--- src/rtl/split_data_stream.sv ---
// split_data_stream
//   Parallel-to-serial splitter. A DATA_W-bit word captured on load_i is
//   emitted as DATA_W/CHUNK_W chunks of CHUNK_W bits. The chunk order is
//   MSB-first or LSB-first. Each chunk advances on a consumer next_i strobe.
//   A one-deep pending buffer accepts the following word while the current
//   word is still being sent.
//
// Ports
//   clk           in   rising-edge clock
//   rst           in   asynchronous, active-high reset
//   load_i        in   strobe: data_i holds a new word
//   data_i        in   [DATA_W-1:0] word to split, sampled when load_i=1
//   next_i        in   consumer has taken chunk_o; advance to the next chunk
//   chunk_o       out  [CHUNK_W-1:0] current chunk
//   chunk_valid_o out  chunk_o is valid (a word is being sent)
//   busy_o        out  sending, or pending buffer occupied
//   done_o        out  1-cycle pulse: last chunk of a word consumed
//   overrun_o     out  1-cycle pulse: load_i dropped, pending buffer full

module split_data_stream #(
    parameter int DATA_W    = 32,
    parameter int CHUNK_W   = 8,
    parameter bit MSB_FIRST = 1'b1
) (
    input  logic               clk,
    input  logic               rst,
    input  logic               load_i,
    input  logic [DATA_W-1:0]  data_i,
    input  logic               next_i,
    output logic [CHUNK_W-1:0] chunk_o,
    output logic               chunk_valid_o,
    output logic               busy_o,
    output logic               done_o,
    output logic               overrun_o
);

    localparam int NCHUNK = DATA_W / CHUNK_W;
    localparam int CNT_W  = (NCHUNK > 1) ? $clog2(NCHUNK) : 1;
    localparam logic [CNT_W-1:0] LAST_CNT = CNT_W'(NCHUNK - 1);

    typedef enum logic {
        IDLE   = 1'b0,
        ACTIVE = 1'b1
    } state_t;

    state_t             state;
    logic [DATA_W-1:0]  shift_r;
    logic [DATA_W-1:0]  pend_r;
    logic               pend_v;
    logic [CNT_W-1:0]   cnt;
    logic               done_r;
    logic               overrun_r;

    logic               take_last;
    logic               load_direct;
    logic [DATA_W-1:0]  shifted;

    // Consumer takes the final chunk of the current word this cycle.
    assign take_last = (state == ACTIVE) && next_i && (cnt == LAST_CNT);

    // A load that goes straight into shift_r (back-to-back, no pending word)
    // never touches the pending buffer.
    assign load_direct = take_last && !pend_v && load_i;

    // Move the next chunk toward the output end, zero-filling behind it.
    assign shifted = MSB_FIRST ? (shift_r << CHUNK_W) : (shift_r >> CHUNK_W);

    always_ff @(posedge clk or posedge rst) begin
        if (rst) begin
            state     <= IDLE;
            shift_r   <= '0;
            pend_r    <= '0;
            pend_v    <= 1'b0;
            cnt       <= '0;
            done_r    <= 1'b0;
            overrun_r <= 1'b0;
        end else begin
            done_r    <= 1'b0;
            overrun_r <= 1'b0;

            case (state)
                IDLE: begin
                    // pend_v is always clear here: IDLE is only entered
                    // once the pending buffer has been drained.
                    if (load_i) begin
                        shift_r <= data_i;
                        cnt     <= '0;
                        state   <= ACTIVE;
                    end
                end

                ACTIVE: begin
                    if (take_last) begin
                        done_r <= 1'b1;
                        cnt    <= '0;
                        if (pend_v) begin
                            shift_r <= pend_r;
                        end else if (load_i) begin
                            shift_r <= data_i;
                        end else begin
                            state <= IDLE;
                        end
                    end else if (next_i) begin
                        shift_r <= shifted;
                        cnt     <= cnt + 1'b1;
                    end

                    // Pending buffer: a slot frees up in the same cycle the
                    // pending word moves into shift_r, so a simultaneous load
                    // refills it instead of overrunning.
                    if (load_i && !load_direct) begin
                        if (!pend_v || take_last) begin
                            pend_r <= data_i;
                            pend_v <= 1'b1;
                        end else begin
                            overrun_r <= 1'b1;
                        end
                    end else if (take_last && pend_v) begin
                        pend_v <= 1'b0;
                    end
                end

                default: state <= IDLE;
            endcase
        end
    end

    assign chunk_o       = MSB_FIRST ? shift_r[DATA_W-1 -: CHUNK_W] : shift_r[CHUNK_W-1:0];
    assign chunk_valid_o = (state == ACTIVE);
    assign busy_o        = (state == ACTIVE) | pend_v;
    assign done_o        = done_r;
    assign overrun_o     = overrun_r;

endmodule

--- config.mk ---
export PLATFORM = sky130hd
export DESIGN_NAME = split_data_stream
export DESIGN_NICKNAME = d
export VERILOG_FILES = /design/src/rtl/split_data_stream.sv
export SDC_FILE = /design/constraint.sdc
export NUM_CORES = 1
export LEC_CHECK = 0
export CORE_MARGIN = 10
export CORE_UTILIZATION = 35
export CTS_CLUSTER_DIAMETER = 200
export DETAILED_ROUTE_END_ITERATION = 8
export HOLD_SLACK_MARGIN = 0.1
export PLACE_DENSITY = 0.6
export SYNTH_ARGS = -nofsm -noshare
export SYNTH_HDL_FRONTEND = slang
export SYNTH_SLANG_ARGS = --single-unit
--- constraint.sdc ---
create_clock -name clk -period 6.72 [get_ports clk]
set_clock_uncertainty 0.05 [all_clocks]
set_input_delay 1.68 -clock clk [delete_from_list [all_inputs] [get_ports clk]]
set_output_delay 1.68 -clock clk [all_outputs]
set_load 0.1 [all_outputs]
**Word-level counts from Yosys, hierarchy flattened**

Index checks and enable logic that the tools add are counted.

- Add/sub/neg operators: 1
- Equal/unequal tests: 4
- Muxes and demuxes: 21
- Bitwise logic cells: 2
- Reduce and logical (&&, ||, !) cells: 13

Operator list:

| kind | number |
|---|---|
| two-way mux 32 bit | 4 |
| case mux 32 bit (2 select lines) | 1 |
| two-way mux 1 bit | 11 |
| logical AND 1 bit | 6 |
| two-way mux 2 bit | 3 |
| AND reduction 3 bit | 2 |
| case mux 2 bit (2 select lines) | 1 |
| != test 3 x 2 -> 1 bit, second input constant | 1 |
| adder 2 x 1 -> 2 bit, second input constant | 1 |
| == test 2 bit, second input constant | 1 |
| logical NOT 1 bit | 2 |
| != test 2 x 1 -> 1 bit, second input constant | 1 |
| != test 2 bit, second input constant | 1 |
| case mux 1 bit (2 select lines) | 1 |
| AND reduction 2 bit | 1 |
| nonzero test 2 bit | 1 |
| logical OR 1 bit | 1 |
| inverter 1 bit | 1 |
| bitwise OR 1 bit | 1 |

- Register bits: 70
- Output and inout bits: 12
- Word-level logic and storage cells: 48

**Depth between registers and ports, before layout**

Gate-level depths: netlist of the first run.

- Depth after elaboration: 8
- Gate-level depth with buffers: 7
- Depth with buffers taken out: 4

**Worst setup path after synthesis of the first run**

OpenSTA, ideal clock, no wires.

- Path kind: reg2out
- Start point: register state (netlist: chunk_valid_o)
- End point: output busy_o
- Arrival time: 1.722 ns
- Required time: 4.990 ns
- Path slack: 3.268 ns
- Stages on the path, launching flop included: 3
- Cells stage by stage: dfrtp_1 buf_2 or2_2

- Word-level cells in the longest chain between the ends: 1

Ends and longest elaborated chain:

| item | RTL line | RTL |
|---|---|---|
| start, declared | 46 | `state_t state;` |
| start signal, assigned | 70 | `state <= IDLE;` |
| start signal, assigned | 88 | `state <= ACTIVE;` |
| start signal, assigned | 101 | `state <= IDLE;` |
| bitwise OR 1 bit | 130 | `assign busy_o = (state == ACTIVE) \| pend_v;` |
| end, declared | 32 | `output logic busy_o,` |

No other way between the ends.

**Final worst setup path of the first run**

- Start point: register pend_v
- End point: output busy_o

- Word-level cells in the longest chain between the ends: 1

Ends and longest elaborated chain:

| item | RTL line | RTL |
|---|---|---|
| start, declared | 49 | `logic pend_v;` |
| start signal, assigned | 73 | `pend_v <= 1'b0;` |
| start signal, assigned | 114 | `pend_v <= 1'b1;` |
| start signal, assigned | 119 | `pend_v <= 1'b0;` |
| bitwise OR 1 bit | 130 |  |

No other way between the ends.

==> results.sh, run 1 <==
export IMPL_synthTopCellsByArea="dfrtp_1 52%, mux2_4 13%, a221o_1 9.4%"
export IMPL_worst_hold_slack_ps=424
export IMPL_ys_warn_count=0
export IMPL_synth_edf_count=0
export IMPL_criticalPathCategory="reg2out"
export IMPL_worstMarginPinSlew_ps=1170
export IMPL_nets=338
export IMPL_ant_nets=0
export IMPL_grt_pass1_vias=2311
export IMPL_num_vias=2193
export IMPL_pwr_share_comb_pct=39.2
export IMPL_ctsHoldBuffers=0
export IMPL_ys_flop_type="dfrtp_1"
export IMPL_setup_viol_count_final=0
export IMPL_synthXorXnorAreaFrac_pct=0
export IMPL_synth_top_cell_by_area="dfrtp_1"
export IMPL_root_buffer="clkbuf_8"
export IMPL_synthSimpleGateAreaFrac_pct=11.8
export IMPL_synthMuxAreaShare_pct=14.6
export IMPL_placed_cells=419
export IMPL_fmax_mhz=223
export IMPL_core_area_sq_um=9330
export IMPL_p_leak_nw=1.70
export IMPL_synth_fa_ha_area_share_pct=0.369
export IMPL_port_buffers=47
export IMPL_ys_seq_area_share_pct=51.7
export IMPL_peakVddDrop_mv=0.157
export IMPL_drive_above_1_share_pct=19.6
export IMPL_p_int_mw=1.13
export IMPL_num_rows=35
export IMPL_powerDensity_nw_per_um2=431
export IMPL_synthArstFlopShare_pct=100
export IMPL_dieHeight_um=118
export IMPL_setup_ws_ps=2240
export IMPL_die_area_sq_um=14000
export IMPL_dp_final_hpwl_mm=4.54
export IMPL_power_total_mw=1.74
export IMPL_pwr_share_clk_pct=20.0
export IMPL_die_w_um=118
export IMPL_grt_ovfl_total=0
export IMPL_ys_top_cells_by_count="70 x dfrtp_1, 32 x a221o_1, 30 x mux2_4"
export IMPL_cts_tree="done"
export IMPL_htree_levels=3
export IMPL_io_pin_count=48
export IMPL_n_antenna_cell=0
export IMPL_postSynthAreaPerCell_sq_um=12.5
export IMPL_cts_resized=0
export IMPL_synth_seq_cells=70
export IMPL_min_period_ps=4480
export IMPL_synth_cell_types=28
export IMPL_routed_wl_mm=7.36
export IMPL_grt_antenna_before_repair=0
export IMPL_period_share_pct=66.7
export IMPL_stdcell_count=435
export IMPL_viasPerCell=5.04
export IMPL_pre_cts_slack_ps=2570
export IMPL_synth_top_area_share_pct=51.7
export IMPL_first_pass_iters=4
export IMPL_crit_fanout=32
export IMPL_end_kind="output pin"
export IMPL_p_switching_mw=0.616
export IMPL_cts_path_max_buffers=2
export IMPL_maxSlewHeadroom_pct=22.0
export IMPL_cp_arrival_ps=2750
export IMPL_fin_area_sq_um=4040
export IMPL_cts_sinks=70
export IMPL_grt_usage_pct=10.6
export IMPL_seqPwrFrac_pct=40.8
export IMPL_netlist_area_sq_um=3390
export IMPL_synthesis_instances=271
export IMPL_postLayoutCoreUtil_pct=43.3
export IMPL_synth_most_common_cell="dfrtp_1"
export IMPL_cp_start_kind="flip-flop"
export IMPL_wire_per_inst_um=16.9
export IMPL_routabilityCongestion=0.706
export IMPL_hold_viol=0
export IMPL_clk_pin_slew_worst_paths_ps=80
export IMPL_cts_buffers=9
export IMPL_rsz0062_at_grt="no"
export IMPL_setup_tns_ps=0
export IMPL_syn2layout_area_growth_pct=19.2
export IMPL_r2r_slack_ps=3740
export IMPL_dpl_cell_area_sq_um=3830
export IMPL_fillCellCount=860
export IMPL_drt_drc_violations_left=0
export IMPL_run_status="finished, final reports clean"
export IMPL_start_util_pct=36.3
export IMPL_grt_max_degree=71
export IMPL_synth_compound_area_share_pct=14.7
export IMPL_postCtsSetupBuffers=0
export IMPL_hold_class="reg2reg"
export IMPL_synth_nets=308
export IMPL_clk_latency_ps=340
export IMPL_synth_top_family_by_area="compound AO/OA/AOI/OAI gates"
export IMPL_crit_required_ps=4990
export IMPL_p_sw_share_pct=35.4
export IMPL_grt_pass1_wl_mm=12.4
export IMPL_drv_cap=0
export IMPL_slew_viol_final=0
export IMPL_drt_iter0_drc=180
[worst max-delay path: stages (launching register included)]
cell and delay (ps):
dfrtp_1 1040, or2_2 240, clkdlybuf4s50_1 1130
[sequential cells by signal (all words and copies together), names as in the netlist]
register	cells
cnt	2
chunk_valid_o	1
shift_r	32
pend_v	1
overrun_o	1
pend_r	32
done_o	1
[cells by family after synthesis]
logic type | after synthesis
multiplexers | 34
AO/OA/AOI/OAI | 65
adder cells (fa/ha/maj) | 1
buffers and inverters | 33
flip-flops | 70
AND/OR/NAND/NOR | 68
[path summary, 6_finish.rpt]
check,depth (start not counted),to,from
setup / recovery,2,busy_o,pend_v$_DFFE_PP0P_
hold / removal,1,cnt[0]$_DFFE_PP0P_,cnt[0]$_DFFE_PP0P_
setup reg to reg,3,pend_r[30]$_DFFE_PP0P_,pend_v$_DFFE_PP0P_
hold reg to reg,1,cnt[0]$_DFFE_PP0P_,cnt[0]$_DFFE_PP0P_
max in group asynchronous,3,pend_r[13]$_DFFE_PP0P_,rst
min in group asynchronous,3,chunk_valid_o$_DFF_PP0_,rst
[power groups by stage]
stage | clock [mW] | combinational (mW) | sequential (mW)
floorplan | 0 | 0.602 | 0.695
detailed placement | 0 | 0.686 | 0.718
finish | 0.349 | 0.684 | 0.710
global route | 0.378 | 0.737 | 0.735
global placement | 0 | 0.679 | 0.711
CTS | 0.361 | 0.692 | 0.711
[cells in the final DEF, fill, tap and decap left out, types with 2 or more instances in the layout]
| master | synthesis | routed |
|---|---|---|
| a221o_1 | 32 | 32 |
| mux2_2 | 4 | 4 |
| dfrtp_1 | 70 | 70 |
| a21oi_1 | 28 | 28 |
| clkdlybuf4s50_1 | 0 | 47 |
| nor2_1 | 2 | 2 |
| nand2_1 | 2 | 2 |
| and2_1 | 8 | 8 |
| nand3_1 | 24 | 24 |
| clkbuf_8 | 0 | 11 |
| nand2b_1 | 26 | 26 |
| buf_4 | 9 | 4 |
| clkinvlp_4 | 0 | 3 |
| and4_1 | 2 | 2 |
| mux2_4 | 30 | 30 |
[per-layer routing]
| layer | up-vias | track usage, % | wire length, um |
|---|---|---|---|
| li1 | 1055 | - | - |
| met1 | 1079 | 15.1 | 3750 |
| met2 | 55 | 14.6 | 3170 |
| met3 | 4 | 3.33 | 388 |
| met4 | 0 | 3.74 | 53 |
| met5 | - | 0 | 0 |
[area by class of cell]
type	count	area (sq um)	share of cell area, %
timing repair buffer	51	500	12.4
tap	129	161	4.00
multi-input combinational	168	1410	35.0
inverter	1	3.75	0.0929
clock buffer	11	151	3.75
clock inverter	5	57.6	1.43
sequential	70	1750	43.4
Note: power is estimated with default switching activity, not from simulation.
==> run 2: changes to the inputs <==
- PLACE_DENSITY: 0.6 -> 0.62
- clock period: 6.72 -> 3.7 ns (I/O delays scaled with it)
==> run 2 against run 1 <==
Net effect: non-clock buffer count up 6; sequential power up 79%; final cell count up 1.4%; critical path type unchanged.
==> results.sh, run 2 (same netlist as run 1, synthesis figures left out) <==
export IMPL_min_period_ps=2820
export IMPL_final_cell_mix="70 x dfrtp_1, 41 x clkdlybuf4s50_1, 32 x a221o_1, 30 x mux2_4, 28 x a21oi_1"
export IMPL_drv_cap=0
export IMPL_clk_latency_ps=350
export IMPL_worst_hold_slack_ps=433
export IMPL_mostFrequentLayoutCell="dfrtp_1"
export IMPL_first_pass_iters=4
export IMPL_criticalPathCategory="reg2out"
export IMPL_slowest_stage="clkdlybuf4s50_1"
export IMPL_cts_path_max_buffers=2
export IMPL_rsz0062_at_grt="no"
export IMPL_die_area_sq_um=14000
export IMPL_slew_viol_final=0
export IMPL_fmax_mhz=354
export IMPL_ctsHoldBuffers=0
export IMPL_cts_resized=0
export IMPL_core_area_sq_um=9330
export IMPL_num_rows=35
export IMPL_clk_pin_slew_worst_paths_ps=80
export IMPL_dieHeight_um=118
export IMPL_peakVddDrop_mv=0.269
export IMPL_cts_buffers=9
export IMPL_start_util_pct=36.3
export IMPL_grt_pass1_vias=2296
export IMPL_hold_viol=0
export IMPL_stdcell_count=441
export IMPL_cp_arrival_ps=1850
export IMPL_nets=344
export IMPL_syn2layout_area_growth_pct=21.1
export IMPL_grt_usage_pct=10.9
export IMPL_viasPerCell=5.10
export IMPL_powerDensity_nw_per_um2=794
export IMPL_hold_class="reg2reg"
export IMPL_drt_iter0_drc=171
export IMPL_die_w_um=118
export IMPL_grt_antenna_before_repair=0
export IMPL_maxSlewHeadroom_pct=34.4
export IMPL_postCtsSetupBuffers=0
export IMPL_cts_sinks=70
export IMPL_fillCellCount=846
export IMPL_run_status="finished, final reports clean"
export IMPL_cp_start_kind="flip-flop"
export IMPL_postLayoutCoreUtil_pct=44.0
export IMPL_routed_wl_mm=7.53
export IMPL_dp_final_hpwl_mm=4.87
export IMPL_worstMarginPinSlew_ps=981
export IMPL_root_buffer="clkbuf_8"
export IMPL_io_pin_count=48
export IMPL_crit_fanout=2
export IMPL_setup_viol_count_final=0
export IMPL_ant_nets=0
export IMPL_htree_levels=3
export IMPL_port_buffers=47
export IMPL_cts_tree="done"
export IMPL_crit_family="buffers and inverters"
export IMPL_drt_drc_violations_left=0
export IMPL_drive_above_1_share_pct=23.1
export IMPL_end_kind="output pin"
export IMPL_power_total_mw=3.26
export IMPL_grt_ovfl_total=0
export IMPL_routabilityCongestion=0.736
export IMPL_grt_pass1_wl_mm=12.5
export IMPL_max_stage_delay_ps=1140
export IMPL_wire_per_inst_um=17.1
export IMPL_crit_required_ps=2720
export IMPL_placed_cells=425
export IMPL_crit_buf_inv=1
export IMPL_reg_top3="pend_r x32, shift_r x32, cnt x2"
export IMPL_setup_tns_ps=0
export IMPL_period_share_pct=76.3
export IMPL_n_antenna_cell=0
export IMPL_p_leak_nw=1.75
export IMPL_crit_chain="clkdlybuf4s50_1"
export IMPL_num_vias=2249
export IMPL_grt_max_degree=49
run 2: per-layer routing:
layer	track usage [%]	vias up	part of all wire (%)
met5	0	-	0
met4	4.50	0	1.3
met3	3.09	11	5.9
met2	14.7	62	43
met1	15.7	1105	50
li1	-	1071	-
run 2: report_power, final:
group / internal [mW] / total [mW] / switching (mW)
Sequential: 1.09 / 1.27 / 0.187
Combinational: 0.622 / 1.27 / 0.650
Clock: 0.416 / 0.715 / 0.298
Total: 2.12 / 3.26 / 1.14
run 2: final timing paths:
path	cells after the start	endpoint	slack, ps	from
setup / recovery	1	chunk_o[5]	880	shift_r[29]$_DFFE_PP0P_
hold / removal	1	cnt[0]$_DFFE_PP0P_	430	cnt[0]$_DFFE_PP0P_
setup reg to reg	5	pend_r[30]$_DFFE_PP0P_	1590	cnt[0]$_DFFE_PP0P_
hold reg to reg	1	cnt[0]$_DFFE_PP0P_	430	cnt[0]$_DFFE_PP0P_
max in group asynchronous	3	pend_r[5]$_DFFE_PP0P_	1900	rst
min in group asynchronous	2	pend_r[2]$_DFFE_PP0P_	930	rst
run 2: worst reg2reg max path, cell delays in order, from the launching register on:
cell and delay (ps):
dfrtp_1 400, ha_1 280, nand3b_2 130, and4b_2 510
buf_12 270, mux2_2 360
run 2: final cells by class:
| type | count | area, sq um | share of cell area, % |
|---|---|---|---|
| Timing Repair Buffer | 57 | 543 | 13.2 |
| Inverter | 1 | 3.75 | 0.0914 |
| Tap cell | 129 | 161 | 3.93 |
| Sequential cell | 70 | 1750 | 42.7 |
| Clock buffer | 11 | 151 | 3.69 |
| Clock inverter | 5 | 81.3 | 1.98 |
| Multi-Input combinational cell | 168 | 1410 | 34.4 |
run 2: through the flow:
stage | worst slack (ps) | area, sq um
after detailed placement | 667 | 3870
final | 876 | 4110
after global routing | 833 | 4110
after global placement | 690 | 3870
after floorplan | 957 | 3390
after CTS | 857 | 4110
